## src/rtl/rv_core_pkg.sv

```systemverilog
// Shared core constants: bubble word, reset PC and fetch FSM encodings.
package rv_core_pkg;

    localparam logic [31:0] NOP_INSTR_DEF = 32'h0000_0013;
    localparam logic [31:0] RESET_PC_DEF  = 32'h0000_0000;

    localparam logic [1:0] FS_BOOT = 2'd0;
    localparam logic [1:0] FS_RUN  = 2'd1;
    localparam logic [1:0] FS_HALT = 2'd2;

    function automatic logic [31:0] word_align(input logic [31:0] addr);
        return {addr[31:2], 2'b00};
    endfunction

endpackage

```

## src/rtl/fetch_stage_if_id_reg.sv

```systemverilog
// Generic pipeline stage register: bubble beats load, hold otherwise.
module if_id_reg
    import rv_core_pkg::*;
#(
    parameter logic [31:0] NOP_INSTR = NOP_INSTR_DEF
) (
    input  logic        clk,
    input  logic        rst,
    input  logic        i_load,
    input  logic        i_bubble,
    input  logic [31:0] i_instr,
    input  logic [31:0] i_pc,
    input  logic [31:0] i_pc4,
    output logic [31:0] o_instr,
    output logic [31:0] o_pc,
    output logic [31:0] o_pc4,
    output logic        o_valid
);

    always_ff @(posedge clk or posedge rst) begin
        if (rst) begin
            o_instr <= NOP_INSTR;
            o_pc    <= 32'd0;
            o_pc4   <= 32'd0;
            o_valid <= 1'b0;
        end else if (i_bubble) begin
            o_instr <= NOP_INSTR;
            o_pc    <= 32'd0;
            o_pc4   <= 32'd0;
            o_valid <= 1'b0;
        end else if (i_load) begin
            o_instr <= i_instr;
            o_pc    <= i_pc;
            o_pc4   <= i_pc4;
            o_valid <= 1'b1;
        end
    end

endmodule

```

## src/rtl/fetch_stage.sv

```systemverilog
// Instruction fetch: PC, next-PC selection, BOOT/RUN/HALT FSM and IF/ID register.
// Optional FETCH_PERF_CNT_EN adds fetch and bubble event counters.
module fetch_stage
    import rv_core_pkg::*;
#(
    parameter logic [31:0] RESET_PC  = RESET_PC_DEF,
    parameter logic [31:0] NOP_INSTR = NOP_INSTR_DEF
) (
    input  logic        clk,
    input  logic        rst,
    input  logic        stall_i,
    input  logic        flush_i,
    input  logic        redirect_i,
    input  logic [31:0] redirect_pc_i,
    input  logic        halt_i,
    input  logic [31:0] instr_i,
    output logic [31:0] pc_o,
    output logic [31:0] if_id_instr_o,
    output logic [31:0] if_id_pc_o,
    output logic [31:0] if_id_pc4_o,
    output logic        if_id_valid_o,
    output logic        misalign_o,
`ifdef FETCH_PERF_CNT_EN
    output logic [31:0] fetch_cnt_o,
    output logic [31:0] bubble_cnt_o,
`endif
    output logic        halted_o
);

    logic [31:0] r_pc;
    logic [1:0]  r_state;
    logic        r_misalign;

    logic [31:0] w_pc4;
    logic [31:0] w_pc_next;
    logic [1:0]  w_state_next;
    logic        w_load;
    logic        w_bubble;
    logic        w_misalign_next;

    assign w_pc4 = r_pc + 32'd4;

    always_comb begin
        w_pc_next       = r_pc;
        w_state_next    = r_state;
        w_load          = 1'b0;
        w_bubble        = 1'b0;
        w_misalign_next = 1'b0;
        case (r_state)
            FS_BOOT: begin
                w_state_next = FS_RUN;
                w_bubble     = 1'b1;
            end
            FS_RUN: begin
                if (redirect_i) begin
                    w_pc_next       = word_align(redirect_pc_i);
                    w_bubble        = 1'b1;
                    w_misalign_next = |redirect_pc_i[1:0];
                end else if (halt_i) begin
                    w_state_next = FS_HALT;
                    w_bubble     = 1'b1;
                end else if (flush_i) begin
                    w_bubble = 1'b1;
                    if (!stall_i) begin
                        w_pc_next = w_pc4;
                    end
                end else if (!stall_i) begin
                    w_load    = 1'b1;
                    w_pc_next = w_pc4;
                end
            end
            FS_HALT: begin
                w_bubble = 1'b1;
                if (redirect_i) begin
                    w_pc_next       = word_align(redirect_pc_i);
                    w_misalign_next = |redirect_pc_i[1:0];
                    w_state_next    = FS_RUN;
                end
            end
            default: begin
                w_state_next = FS_BOOT;
                w_bubble     = 1'b1;
            end
        endcase
    end

    always_ff @(posedge clk or posedge rst) begin
        if (rst) begin
            r_pc       <= RESET_PC;
            r_state    <= FS_BOOT;
            r_misalign <= 1'b0;
        end else begin
            r_pc       <= w_pc_next;
            r_state    <= w_state_next;
            r_misalign <= w_misalign_next;
        end
    end

    if_id_reg #(
        .NOP_INSTR (NOP_INSTR)
    ) u_if_id (
        .clk      (clk),
        .rst      (rst),
        .i_load   (w_load),
        .i_bubble (w_bubble),
        .i_instr  (instr_i),
        .i_pc     (r_pc),
        .i_pc4    (w_pc4),
        .o_instr  (if_id_instr_o),
        .o_pc     (if_id_pc_o),
        .o_pc4    (if_id_pc4_o),
        .o_valid  (if_id_valid_o)
    );

`ifdef FETCH_PERF_CNT_EN
    logic [31:0] r_fetch_cnt;
    logic [31:0] r_bubble_cnt;

    // Only bubbles inserted while running count; BOOT and HALT idle edges do not.
    always_ff @(posedge clk or posedge rst) begin
        if (rst) begin
            r_fetch_cnt  <= 32'd0;
            r_bubble_cnt <= 32'd0;
        end else begin
            if (w_load && !w_bubble) begin
                r_fetch_cnt <= r_fetch_cnt + 32'd1;
            end
            if (w_bubble && (r_state == FS_RUN)) begin
                r_bubble_cnt <= r_bubble_cnt + 32'd1;
            end
        end
    end

    assign fetch_cnt_o  = r_fetch_cnt;
    assign bubble_cnt_o = r_bubble_cnt;
`endif

    assign pc_o       = r_pc;
    assign misalign_o = r_misalign;
    assign halted_o   = (r_state == FS_HALT);

endmodule

```

## config.mk

```make
export PLATFORM = sky130hd
export DESIGN_NAME = fetch_stage
export DESIGN_NICKNAME = d
export VERILOG_FILES = /design/src/rtl/rv_core_pkg.sv /design/src/rtl/fetch_stage_if_id_reg.sv /design/src/rtl/fetch_stage.sv
export SDC_FILE = /design/constraint.sdc
export NUM_CORES = 1
export LEC_CHECK = 0
export ABC_AREA = 0
export CORE_MARGIN = 1
export CORE_UTILIZATION = 47
export CTS_BUF_LIST = sky130_fd_sc_hd__clkbuf_8
export DETAILED_ROUTE_END_ITERATION = 16
export PLACE_DENSITY = 0.81
export SLEW_MARGIN = 30
export SYNTH_ARGS = -nofsm -noshare
export SYNTH_HDL_FRONTEND = slang
export SYNTH_SLANG_ARGS = --single-unit
```

## constraint.sdc

```tcl
create_clock -name clk -period 7.4 [get_ports clk]
set_input_delay 0.74 -clock clk [delete_from_list [all_inputs] [get_ports clk]]
set_output_delay 0.74 -clock clk [all_outputs]
set_load 0.1 [all_outputs]
```

=== After elaboration in Yosys (flattened, before gate mapping) ===
Index checks and enable logic that the tools add are counted.

* $add $sub $neg: 1
* Eq/ne operators: 7
* Muxes and demuxes: 28
* Reductions and logical operators: 7

{| class="wikitable"
|+ Operators by type and width
! cell !! count
|-
| two-way mux 32 bit || 10
|-
| one-hot mux 32 bit (2 select lines) || 1
|-
| adder 32 x 3 -> 32 bit (second input constant) || 1
|-
| two-way mux 1 bit || 13
|-
| two-way mux 2 bit || 3
|-
| inequality test 2 bit (second input constant) || 3
|-
| inequality test 3 bit (second input constant) || 2
|-
| one-hot mux 2 bit (3 select lines) || 1
|-
| AND reduction 4 bit || 1
|-
| nonzero test 2 bit || 2
|-
| OR reduction 2 bit || 2
|-
| AND reduction 3 bit || 1
|-
| equality test 2 x 1 -> 1 bit (second input constant) || 1
|-
| equality test 2 bit (second input constant) || 1
|-
| zero test 2 bit || 1
|}

* Register bits: 132
* Input bits: 70
* Output and inout port bits: 131
* Logic and storage cells: 50

=== Longest topological paths before layout ===
* Depth in word-level cells: 7
* Gate-level depth with buffers: 9
* Gate-level depth less buffers: 6

=== Modules after synthesis ===
From an unflattened synthesis, not the netlist that was laid out.

* Cells, all modules: 621
* Area total of the unflattened synthesis: 6,646.4 um2

{| class="wikitable"
|+ Modules (own cells, without submodules)
! module !! instances !! cells each !! area an instance (um2) !! sequential area each (um2)
|-
| if_id_reg || 1 || 314 || 3,927.5 || 2,431.1
|-
| fetch_stage || 1 || 307 || 2,718.9 || 825.8
|}

=== Worst setup path before layout ===
Ideal clock, no wire load.

* Path type: reg2reg
* Start: register r_state[0]
* End: register r_pc[20] (netlist: pc_o[20])
* Setup time: 0.069 ns
* Arrival time: 2.591 ns
* Data required time: 7.331 ns
* Slack: 4.740 ns
* Cell stages (with the launch flop): 9
* Path buffers: 2
* Clock period less this slack: 2.660 ns
* Cell sequence: dfrtp_1 inv_1 ha_1 or2_2 buf_2 o21ai_1 clkbuf_1 or4b_1 nand3_1

* Cells in the longest elaborated chain, start to end: 3
* Elaborated cells between the ends (all ways): 8
* Those cells by class: eq/ne: 5; mux: 1; reduce/logical: 2

{| class="wikitable"
|+ Ends and longest elaborated chain
! what !! RTL line !! text
|-
| from (decl) || fetch_stage.sv:31 || <nowiki>logic [1:0] r_state;</nowiki>
|-
| from (signal assigned) || fetch_stage.sv:94 || <nowiki>r_state <= w_state_next;</nowiki>
|-
| equality test 2 bit (*) || n/a ||
|-
| via halted_o || fetch_stage.sv:27 || <nowiki>output logic halted_o</nowiki>
|-
| inequality test 2 bit (no source line) / nonzero test 2 bit (equally long branches) || n/a ||
|-
| AND reduction 4 bit (no source line) || n/a ||
|-
| to (signal assigned) || fetch_stage.sv:93 || <nowiki>r_pc <= w_pc_next;</nowiki>
|-
| to (decl) || fetch_stage.sv:30 || <nowiki>logic [31:0] r_pc;</nowiki>
|}

Mark *: on every way through the listed nets, which the timed path passes. The rest lies on a longest branch.
A chain may end at the register's enable or synchronous reset.

=== Worst setup path after layout ===
* Start: register r_state[0]
* End: output port halted_o

* Cells in the longest elaborated chain, start to end: 1

{| class="wikitable"
|+ Ends and longest elaborated chain
! what !! RTL line !! text
|-
| equality test 2 bit || fetch_stage.sv:140 || <nowiki>assign halted_o = (r_state == FS_HALT);</nowiki>
|-
| to (decl) || fetch_stage.sv:27 ||
|}

Every way passes these cells.

==> impl_metrics.ini <==
[worst_setup_path]
critPathTopFamily = buffers and inverters
cp_cell_sequence = inv_1 > ha_1 > clkdlybuf4s50_1
path_buf_inv = 2
critPathArrivalTime_ns = 2.48
cp.depth = 3
cpPeakStageDelay_ns = 1.19
crit_fanout = 8
path_class = flop to primary output
end_kind = primary output
worst_path_max_delay_cell = clkdlybuf4s50_1
start_kind = flop
r2r_cells = 6
worstPathRequired_ns = 6.66

[cells_and_area]
mostFrequentLayoutCells = clkdlybuf4s50_1, dfrtp_1, nor2_1
seqCellArea_um2 = 3160
fin_util_pct = 65.7
nets = 892
multiInputGateArea_um2 = 2950
fill_cells = 1047
antenna_cells = 0
layout_commonest_cell = clkdlybuf4s50_1
fin_area_um2 = 8730
final_layout_size_suffix_gt1_share_pct = 7.24
area_delta_synth_final_pct = 35.3

[grt]
grt_pass1_vias = 5863
grt_pass1_wl_mm = 31.0
antenna_found_initial = 0
global_route.overflow_total = 0
grt_use_total_pct = 28.1
grt_max_degree = 68

[clock_tree]
clkTransAtPathRegs_ns = 0.07
cts.htree.levels = 4
root_buffer = clkbuf_8
cts_tree = done
cts_resized = 0
numCtsBuffers = 17
clk_latency_ns = 0.45
clockBufferDepth = 2
post_cts_buffers = 0
ctsHoldBuffers = 0
cts.sinks = 126

[routing]
vias = 6018
drt_iter0_drc = 511
remaining_drc_errors = 0
routed_wl_mm = 19.1
routedWlPerCell_um = 19.0
drt_pass1_iterations = 5
drt-vias-per-instance = 5.99
ant_nets = 0

[floorplanning]
rows = 42
core-area_um2 = 13300
start_util_pct = 48.5
fp.dieH_um = 119
dieArea_um2 = 14200
ios = 201
die_width_um = 119

[synth]
synth-main-ff-cell = dfrtp_1
syn_area_um2 = 6450
async_flop_share_pct = 100
avgSynthCellArea_um2 = 9.69
seq_area_frac_synth_pct = 48.9
netlist_instances = 666
ys_types = 54
ys_ff_latch = 126
yosysWarnings = 0
synth_edf_count = 0

[timing]
fin_skew_ns = 0.0107
finalHoldViolations = 0
finalSetupViolCount = 0
slew_violations = 0
setup_tns_ns = 0
period_share_pct = 43.5
timing.final.crit_period_ns = 3.22
fmax_mhz = 311
relSlewSlack_pct = 31.4
tightest_slew_ns = 1.03
rsz0062_at_grt = false

[hold_path]
hold_class = flop to flop
holdPathStages = 1

[place]
numPortBuffers = 194
gp_congestion = 0.851
place_area_um2 = 8350
hpwl_mm = 12.9

[pwr]
leakagePower_uw = 0.00365
powerDensity_nw_per_um2 = 378
ir_worst_vdd_mv = 0.329

[outcome]
status = finished, final reports clean

[run]
drv_cap = 0
## power by group
group,internal [µW],switching (µW)
registers,794,230
logic,446,1230
clock network,336,265
## Yosys cell counts (2+ instances only)
cell type / number / share of area (%)
mux2i_1: 55 / 8.5
nor2_1: 84 / 4.9
nand4_2: 2 / 0.39
a211oi_1: 9 / 1.0
o211ai_1: 16 / 1.9
o31ai_1: 2 / 0.23
dfrtp_1: 123 / 48
a21oi_1: 27 / 2.1
buf_2: 26 / 2.0
inv_1: 8 / 0.47
xor2_1: 2 / 0.27
nand2_1: 41 / 2.4
nand4_1: 16 / 1.6
o21ai_0: 38 / 2.9
nor4_1: 3 / 0.29
o22ai_1: 4 / 0.39
buf_4: 9 / 1.0
nor3b_1: 3 / 0.35
or3_1: 9 / 0.87
a2bb2oi_1: 4 / 0.54
a22o_1: 2 / 0.27
nor4_2: 2 / 0.39
and4_1: 10 / 1.4
nor3_1: 20 / 1.6
buf_1: 5 / 0.29
a31oi_1: 7 / 0.68
or4b_1: 5 / 0.78
a21o_1: 4 / 0.47
ha_1: 4 / 0.78
nor2b_1: 2 / 0.19
a311oi_1: 4 / 0.54
and3_1: 4 / 0.39
o2bb2ai_1: 4 / 0.54
nand3_1: 27 / 2.1
dfstp_2: 3 / 1.2
o21a_1: 3 / 0.35
a22oi_1: 4 / 0.47
or2_1: 2 / 0.19
clkbuf_1: 33 / 1.9
nor4_4: 2 / 0.66
a32oi_1: 16 / 2.2
xnor2_1: 10 / 1.4
## worst reg2reg max path, cell delays in order (launching register included)
cell and delay (ns):
dfrtp_1 0.39, inv_1 0.12, ha_1 0.33, or2_2 0.43, o21a_1 0.76, o21ai_0 0.21
a22o_1 0.28
## cell type report
class | count | area share [%]
clock buffers | 22 | 3.47
well taps | 176 | 2.52
multi-input cells | 463 | 33.8
repair buffers | 202 | 22.6
flip-flops and latches | 126 | 36.2
clock inverters | 8 | 1.02
inverters | 8 | 0.373
## flip-flops by register name, summed over array words and instances (netlist names)
name,flops
u_if_id.o_pc,30
u_if_id.o_valid,1
misalign_o,1
u_if_id.o_instr,32
pc_o,30
r_state,2
u_if_id.o_pc4,30
## per-stage QoR
| step | hold slack, ns | worst slack [ns] | std cells | total power (µW) |
|---|---|---|---|---|
| floorplan | 0.566 | 3.31 | 671 | 2290 |
| detailed placement | 0.470 | 4.07 | 975 | 2690 |
| global placement | 0.468 | 3.91 | 974 | 2660 |
| global route | 0.514 | 4.12 | 1005 | 3440 |
| finish | 0.482 | 4.18 | 1005 | 3300 |
| CTS | 0.487 | 4.17 | 1005 | 3300 |
## logic make-up (layout without fill, tap and decap cells)
kind of cell / count (synthesis) / count (layout) / synth area share (%)
other: 1 / 6 / 0.0581
xor gates and xnor gates: 12 / 12 / 1.63
and+or+nand+nor: 237 / 237 / 19.0
AOI/OAI and AO/OA: 149 / 149 / 15.3
adders and majority gates: 4 / 4 / 0.776
buffers and inverters: 82 / 240 / 5.82
DFF: 126 / 126 / 48.9
muxes: 55 / 55 / 8.53
## path summary, 6_finish.rpt
kind | from | end | slack, ns
max | r_state[0] | halted_o | 4.18
min | u_if_id.o_valid | u_if_id.o_valid | 0.48
min in group asynchronous | rst | u_if_id.o_valid | 0.81
max reg2reg | r_state[0] | pc_o[9] | 4.78
max in group asynchronous | rst | u_if_id.o_pc[20] | 5.30
min reg2reg | u_if_id.o_valid | u_if_id.o_valid | 0.48
## routing by layer
layer | GRT usage, % | vias up | share of wire, %
met5 | 0 | - | 0
met3 | 8.19 | 44 | 10
met4 | 11.6 | 0 | 2.8
li1 | - | 2707 | -
met1 | 35.3 | 2951 | 39
met2 | 45.2 | 316 | 49
Power figures use the tool's default switching activity.
